<file path="config.mk">
export PLATFORM = sky130hd
export DESIGN_NAME = mem_line_initiator
export DESIGN_NICKNAME = d
export VERILOG_FILES = /design/src/rtl/mem_line_initiator.sv
export SDC_FILE = /design/constraint.sdc
export NUM_CORES = 2
export LEC_CHECK = 0
export CORE_AREA = 2 2 555 557
export DETAILED_ROUTE_END_ITERATION = 16
export DIE_AREA = 0 0 557 559
export DONT_BUFFER_PORTS = 1
export PLACE_DENSITY = 0.34
export SKIP_LAST_GASP = 1
export SYNTH_ARGS = -nofsm -noshare
export SYNTH_HDL_FRONTEND = slang
export SYNTH_SLANG_ARGS = --single-unit
export TNS_END_PERCENT = 30
</file>
<file path="constraint.sdc">
create_clock -name clk -period 2.03 [get_ports clk]
set_input_delay 0.3045 -clock clk [delete_from_list [all_inputs] [get_ports clk]]
set_output_delay 0.3045 -clock clk [all_outputs]
set_load 0.01 [all_outputs]
</file>
<file path="src/rtl/mem_line_initiator.sv">
// mem_line_initiator: cache-side initiator for the external memory protocol.
// Takes one cache line read or write, issues a tagged request, then either
// streams the write beats or assembles the tagged read beats into a line.
module mem_line_initiator #(
  parameter int unsigned MEM_DATA_BITS = 128,
  parameter int unsigned MEM_ADDR_BITS = 28,
  parameter int unsigned MEM_TAG_BITS  = 5,
  parameter int unsigned BEATS         = 4,
  parameter int unsigned TIMEOUT       = 1024
) (
  input  logic                                   clk,
  input  logic                                   reset,
  input  logic                                   req_valid,
  output logic                                   req_ready,
  input  logic                                   req_rw,
  input  logic [MEM_ADDR_BITS-1:0]               req_addr,
  input  logic [BEATS*MEM_DATA_BITS-1:0]         req_wdata,
  input  logic [BEATS*MEM_DATA_BITS/8-1:0]       req_wmask,
  output logic                                   resp_valid,
  output logic                                   resp_rw,
  output logic [BEATS*MEM_DATA_BITS-1:0]         resp_data,
  output logic                                   mem_req_valid,
  output logic                                   mem_req_rw,
  output logic [MEM_ADDR_BITS-1:0]               mem_req_addr,
  output logic [MEM_TAG_BITS-1:0]                mem_req_tag,
  input  logic                                   mem_req_ready,
  output logic                                   mem_req_data_valid,
  output logic [MEM_DATA_BITS-1:0]               mem_req_data_bits,
  output logic [MEM_DATA_BITS/8-1:0]             mem_req_data_mask,
  input  logic                                   mem_req_data_ready,
  input  logic                                   mem_resp_valid,
  input  logic [MEM_TAG_BITS-1:0]                mem_resp_tag,
  input  logic [MEM_DATA_BITS-1:0]               mem_resp_data,
  output logic                                   err_tag,
  output logic                                   err_timeout
);

  localparam int unsigned MASK_BITS = MEM_DATA_BITS / 8;
  localparam int unsigned BEAT_W    = (BEATS > 1) ? $clog2(BEATS) : 1;
  localparam int unsigned WAIT_W    = (TIMEOUT > 0) ? $clog2(TIMEOUT + 1) : 1;

  typedef enum logic [2:0] {
    S_IDLE  = 3'd0,
    S_REQ   = 3'd1,
    S_WDATA = 3'd2,
    S_RRESP = 3'd3,
    S_DONE  = 3'd4
  } state_t;

  state_t                                  r_state;
  state_t                                  w_next;
  logic                                    r_rw;
  logic [MEM_ADDR_BITS-1:0]                r_addr;
  logic [BEATS-1:0][MEM_DATA_BITS-1:0]     r_wdata;
  logic [BEATS-1:0][MASK_BITS-1:0]         r_wmask;
  logic [BEATS-1:0][MEM_DATA_BITS-1:0]     r_rdata;
  logic [MEM_TAG_BITS-1:0]                 r_tag_ctr;
  logic [MEM_TAG_BITS-1:0]                 r_cur_tag;
  logic [BEAT_W-1:0]                       r_beat_cnt;
  logic [WAIT_W-1:0]                       r_wait_cnt;
  logic                                    r_err_tag;
  logic                                    r_err_timeout;

  logic                                    w_accept;
  logic                                    w_beat_last;
  logic                                    w_resp_hit;
  logic                                    w_timeout;

  // Shared qualifiers for the FSM and datapath
  always_comb begin
    w_accept    = req_valid && (r_state == S_IDLE);
    w_beat_last = (r_beat_cnt == BEAT_W'(BEATS - 1));
    w_resp_hit  = mem_resp_valid && (r_state == S_RRESP) && (mem_resp_tag == r_cur_tag);
    // A final matching beat on the timeout cycle still completes the line cleanly
    w_timeout   = (TIMEOUT != 0) && (r_state == S_RRESP) &&
                  (r_wait_cnt == WAIT_W'(TIMEOUT)) && !(w_resp_hit && w_beat_last);
  end

  // State register
  always_ff @(posedge clk) begin
    if (reset) r_state <= S_IDLE;
    else       r_state <= w_next;
  end

  // Next-state and state-decoded outputs
  always_comb begin
    w_next             = r_state;
    req_ready          = 1'b0;
    mem_req_valid      = 1'b0;
    mem_req_data_valid = 1'b0;
    mem_req_data_mask  = '0;
    resp_valid         = 1'b0;
    case (r_state)
      S_IDLE: begin
        req_ready = 1'b1;
        if (req_valid) w_next = S_REQ;
      end
      S_REQ: begin
        mem_req_valid = 1'b1;
        if (mem_req_ready) w_next = r_rw ? S_WDATA : S_RRESP;
      end
      S_WDATA: begin
        mem_req_data_valid = 1'b1;
        mem_req_data_mask  = r_wmask[r_beat_cnt];
        if (mem_req_data_ready && w_beat_last) w_next = S_DONE;
      end
      S_RRESP: begin
        if ((w_resp_hit && w_beat_last) || w_timeout) w_next = S_DONE;
      end
      S_DONE: begin
        resp_valid = 1'b1;
        w_next     = S_IDLE;
      end
      default: w_next = S_IDLE;
    endcase
  end

  // Request latch, tag/beat/wait counters, read line assembly, sticky errors
  always_ff @(posedge clk) begin
    if (reset) begin
      r_rw          <= 1'b0;
      r_addr        <= '0;
      r_wdata       <= '0;
      r_wmask       <= '0;
      r_rdata       <= '0;
      r_tag_ctr     <= '0;
      r_cur_tag     <= '0;
      r_beat_cnt    <= '0;
      r_wait_cnt    <= '0;
      r_err_tag     <= 1'b0;
      r_err_timeout <= 1'b0;
    end else begin
      if (w_accept) begin
        r_rw      <= req_rw;
        r_addr    <= req_addr;
        r_wdata   <= req_wdata;
        r_wmask   <= req_wmask;
        r_rdata   <= '0;
        r_cur_tag <= r_tag_ctr;
      end
      if ((r_state == S_REQ) && mem_req_ready) begin
        r_tag_ctr  <= r_tag_ctr + MEM_TAG_BITS'(1);
        r_beat_cnt <= '0;
        r_wait_cnt <= '0;
      end
      if ((r_state == S_WDATA) && mem_req_data_ready) begin
        r_beat_cnt <= r_beat_cnt + BEAT_W'(1);
      end
      if (r_state == S_RRESP) begin
        r_wait_cnt <= r_wait_cnt + WAIT_W'(1);
      end
      if (w_resp_hit) begin
        r_rdata[r_beat_cnt] <= mem_resp_data;
        r_beat_cnt          <= r_beat_cnt + BEAT_W'(1);
      end
      if (mem_resp_valid && !w_resp_hit) r_err_tag <= 1'b1;
      if (w_timeout) r_err_timeout <= 1'b1;
    end
  end

  // Registered request/response fields
  always_comb begin
    mem_req_rw        = r_rw;
    mem_req_addr      = r_addr;
    mem_req_tag       = r_cur_tag;
    mem_req_data_bits = r_wdata[r_beat_cnt];
    resp_rw           = r_rw;
    resp_data         = r_rdata;
    err_tag           = r_err_tag;
    err_timeout       = r_err_timeout;
  end

endmodule
</file>
==> metrics.md <==
| Metric | Value |
|---|---|
| Outcome | `finished, violations left` |
| Violated checks | `negative setup slack` |
| Clock Sink Count | `1145` |
| Final setup margin | `-656 ps` |
| Via density | `4.12` |
| Met2 usage | `25.6%` |
| Final setup violation count | `299` |
| Critical path data arrival time | `2380 ps` |
| FP Rows | `203` |
| Die height | `559 µm` |
| Layer with the highest usage | `met2` |
| Number of buffers created by CTS | `148` |
| Htree depth | `4` |
| Max-Cap Viols | `0` |
| First-pass GRT wire length | `334000 µm` |
| Post-synth EDFFs | `0` |
| Req. time, crit path | `1730 ps` |
| Placer Congestion | `0.857` |
| Clock root buffer | `clkbuf_16` |
| Later-pin clock latency in the skew report | `800 ps` |
| Final Critical Period | `2690 ps` |
| DR WL/cell | `24.5 µm` |
| DP HPWL | `182000 µm` |
| Via count | `41400` |
| Ys async rst share | `0%` |
| Initial antenna violation count | `69` |
| Wirelength, routed | `246000 µm` |
| Clock skew | `43.6 ps` |
| Number of synthesized register bits | `1145` |
| Gr usage total | `14.7%` |
| Worst-margin pin slew | `1460 ps` |
| Setup CP Type | `reg -> out` |
| Clock Pin Slew Worst Setup and Hold Paths | `60 ps` |
| Post-synth top area cell | `dfxtp_1` |
| Reg2reg start | `r_beat_cnt[0]$_SDFFE_PP0P_` |
| Cells after synthesis | `5017` |
| TritonRoute pass-1 iters | `6` |
| Largest net degree at the start of global routing | `311` |
| Area added between synthesis and finish | `40.3%` |
| Crit. End Element | `output pin` |
| Die width | `557 µm` |
| DRT antenna net count | `0` |
| Top-area cell type share of the netlist area | `48.6%` |
| Synth Net Count | `5768` |
| Synthesized area | `47200 µm²` |
| Grt met1 use | `16.7%` |
| Warning count from the yosys run | `0` |
| GRT Residual Overflow | `0` |
| DRC viols | `0` |
| Hold violation total from the final report | `0` |
| Critical path startpoint | `r_beat_cnt[1]$_SDFFE_PP0P_` |
| NumNets Final | `6539` |
| Global Route met3 Usage | `5.40%` |
| # port buffers | `0` |
| CP Launch Type | `flop` |
| CTS max path bufs | `4` |
| Most frequent cells in the layout | `nand2_1, dfxtp_1, a21oi_1` |
| Min-delay src | `req_wdata[356]` |
| Tightest Hold Check Type | `in -> reg` |
| Tcrit/Tclk final | `132%` |
| Synth area leaders | `dfxtp_1, nand2_1, mux2i_1` |
| Pwr Density | `870 nW/µm²` |
| Slew Viols, Final | `0` |
| Fmax achieved | `0.372 GHz` |
| Leak | `0.0251 µW` |
| CTS tree | `built` |
| Max-slew headroom | `2.66%` |
| Yosys cell types | `44` |
| Full die area | `311000 µm²` |
| Post-synthesis sequential area ratio | `48.6%` |
| Hold Slack | `188 ps` |
| Io pins | `1441` |
| Total power | `57600 µW` |
| Initial DRC Count | `2699` |
| Max IR drop VDD | `0.000546 V` |
| Vias in the first global route | `41800` |
| Critical path fanouts, max | `17` |
| Leading cell type in the layout, fill and taps excluded | `nand2_1` |
| Initial core utilization | `15.5%` |
| RSZ-0062 raised after global routing | `true` |
| CORE AREA | `305000 µm²` |
| Mean Syn Cell Area | `9.40 µm²` |
| Layout cells sized above 1 | `12.7%` |
| Most used DFF post-synth | `dfxtp_1` |
critical path: stages, from the launching register on:
cell,delay (ps)
dfxtp_4,390
buf_16,200
buf_12,170
buf_16,140
mux4_2,550
worst paths after layout:
path	to	depth (start not counted)	slack [ps]
setup / recovery	mem_req_data_bits[105]	4	-660
setup reg to reg	resp_data[505]$_SDFF_PP0_	7	-80
hold / removal	r_wdata[356]$_SDFFE_PP0P_	3	190
hold reg to reg	r_wdata[265]$_SDFFE_PP0P_	2	450
cell usage after synthesis (2+ instances only):
library cell,instances
buf_1,27
mux4_2,144
xor2_1,3
and3_1,2
a21oi_1,747
mux2i_1,385
nand2_1,1236
nor2_1,16
mux2_2,3
nand4b_1,2
o211ai_1,130
nand3_1,136
and2_1,17
ha_1,7
nand4_1,8
a31oi_1,2
nand2b_1,129
dfxtp_1,1145
or4_1,2
xnor2_1,6
a211o_1,2
a311oi_1,3
inv_1,6
nor4_1,2
clkbuf_1,223
nand3b_1,385
buf_6,96
buf_4,13
nor4b_1,2
o21ai_0,6
nor3_1,3
nor3b_1,2
and4_1,2
buf_2,115
metrics by stage:
step | setup slack, ps | TNS [ps] | cells | area, µm² | util (%)
after floorplan | 185 | 0 | 5017 | 47200 | -
after global placement | -1610 | -739150 | 8939 | 52900 | 17.3
final | -656 | -89200 | 10000 | 66200 | 21.7
after detailed placement | -1620 | -767380 | 8939 | 52900 | 17.3
after global routing | -794 | -127420 | 10000 | 66100 | 21.7
after CTS | -811 | -109450 | 9942 | 65300 | 21.4
final cells by class:
class,instances,area [µm²]
clock buffer,211,4220
antenna,48,120
timing repair buffer,1095,11700
tap,4100,5130
multi-input combinational,3392,21700
fill,33400,239000
clock inverter,35,384
inverter,6,22.5
sequential,1145,22900
power by group:
group	internal, µW	leakage [µW]	switching (µW)
Clock	14800	0.00226	10900
Sequential	23500	0.00931	666
Combinational	3280	0.0136	4480
Total	41500	0.0251	16100
layer usage:
metal  up-vias  wire length (µm)
met3       324             22600
met2      1544            119000
met1     20600             96200
met5         -               169
met4        26              7850
li1      18900                 -
state kept, by name, indices dropped and copies added (netlist names):
| register | count |
|---|---|
| err_tag | 1 |
| err_timeout | 1 |
| mem_req_addr | 28 |
| mem_req_rw | 1 |
| mem_req_tag | 5 |
| r_beat_cnt | 2 |
| r_state | 3 |
| r_tag_ctr | 5 |
| r_wait_cnt | 11 |
| r_wdata | 512 |
| r_wmask | 64 |
| resp_data | 512 |
kinds of logic after synthesis:
| group | count (synthesis) | share of synthesized area, % |
|---|---|---|
| AOI/OAI and AO/OA | 894 | 10.2 |
| xor gates and xnor gates | 9 | 0.167 |
| adders and majority gates | 7 | 0.186 |
| buffers and inverters | 480 | 5.75 |
| DFF | 1145 | 48.6 |
| muxes | 532 | 15.1 |
| and+or+nand+nor | 1950 | 20.0 |
repair_timing:
item / in CTS / in global routing
hold buffers: 741 / 0
setup buffers: 9 / 28
pin swaps: 5 / 11
resized for setup: 24 / 40
gates cloned: 7 / 14
hold endpoints to repair: 1130 / 0
setup endpoints to repair: 607 / 813
No activity file was read; power rests on OpenSTA's default activity.
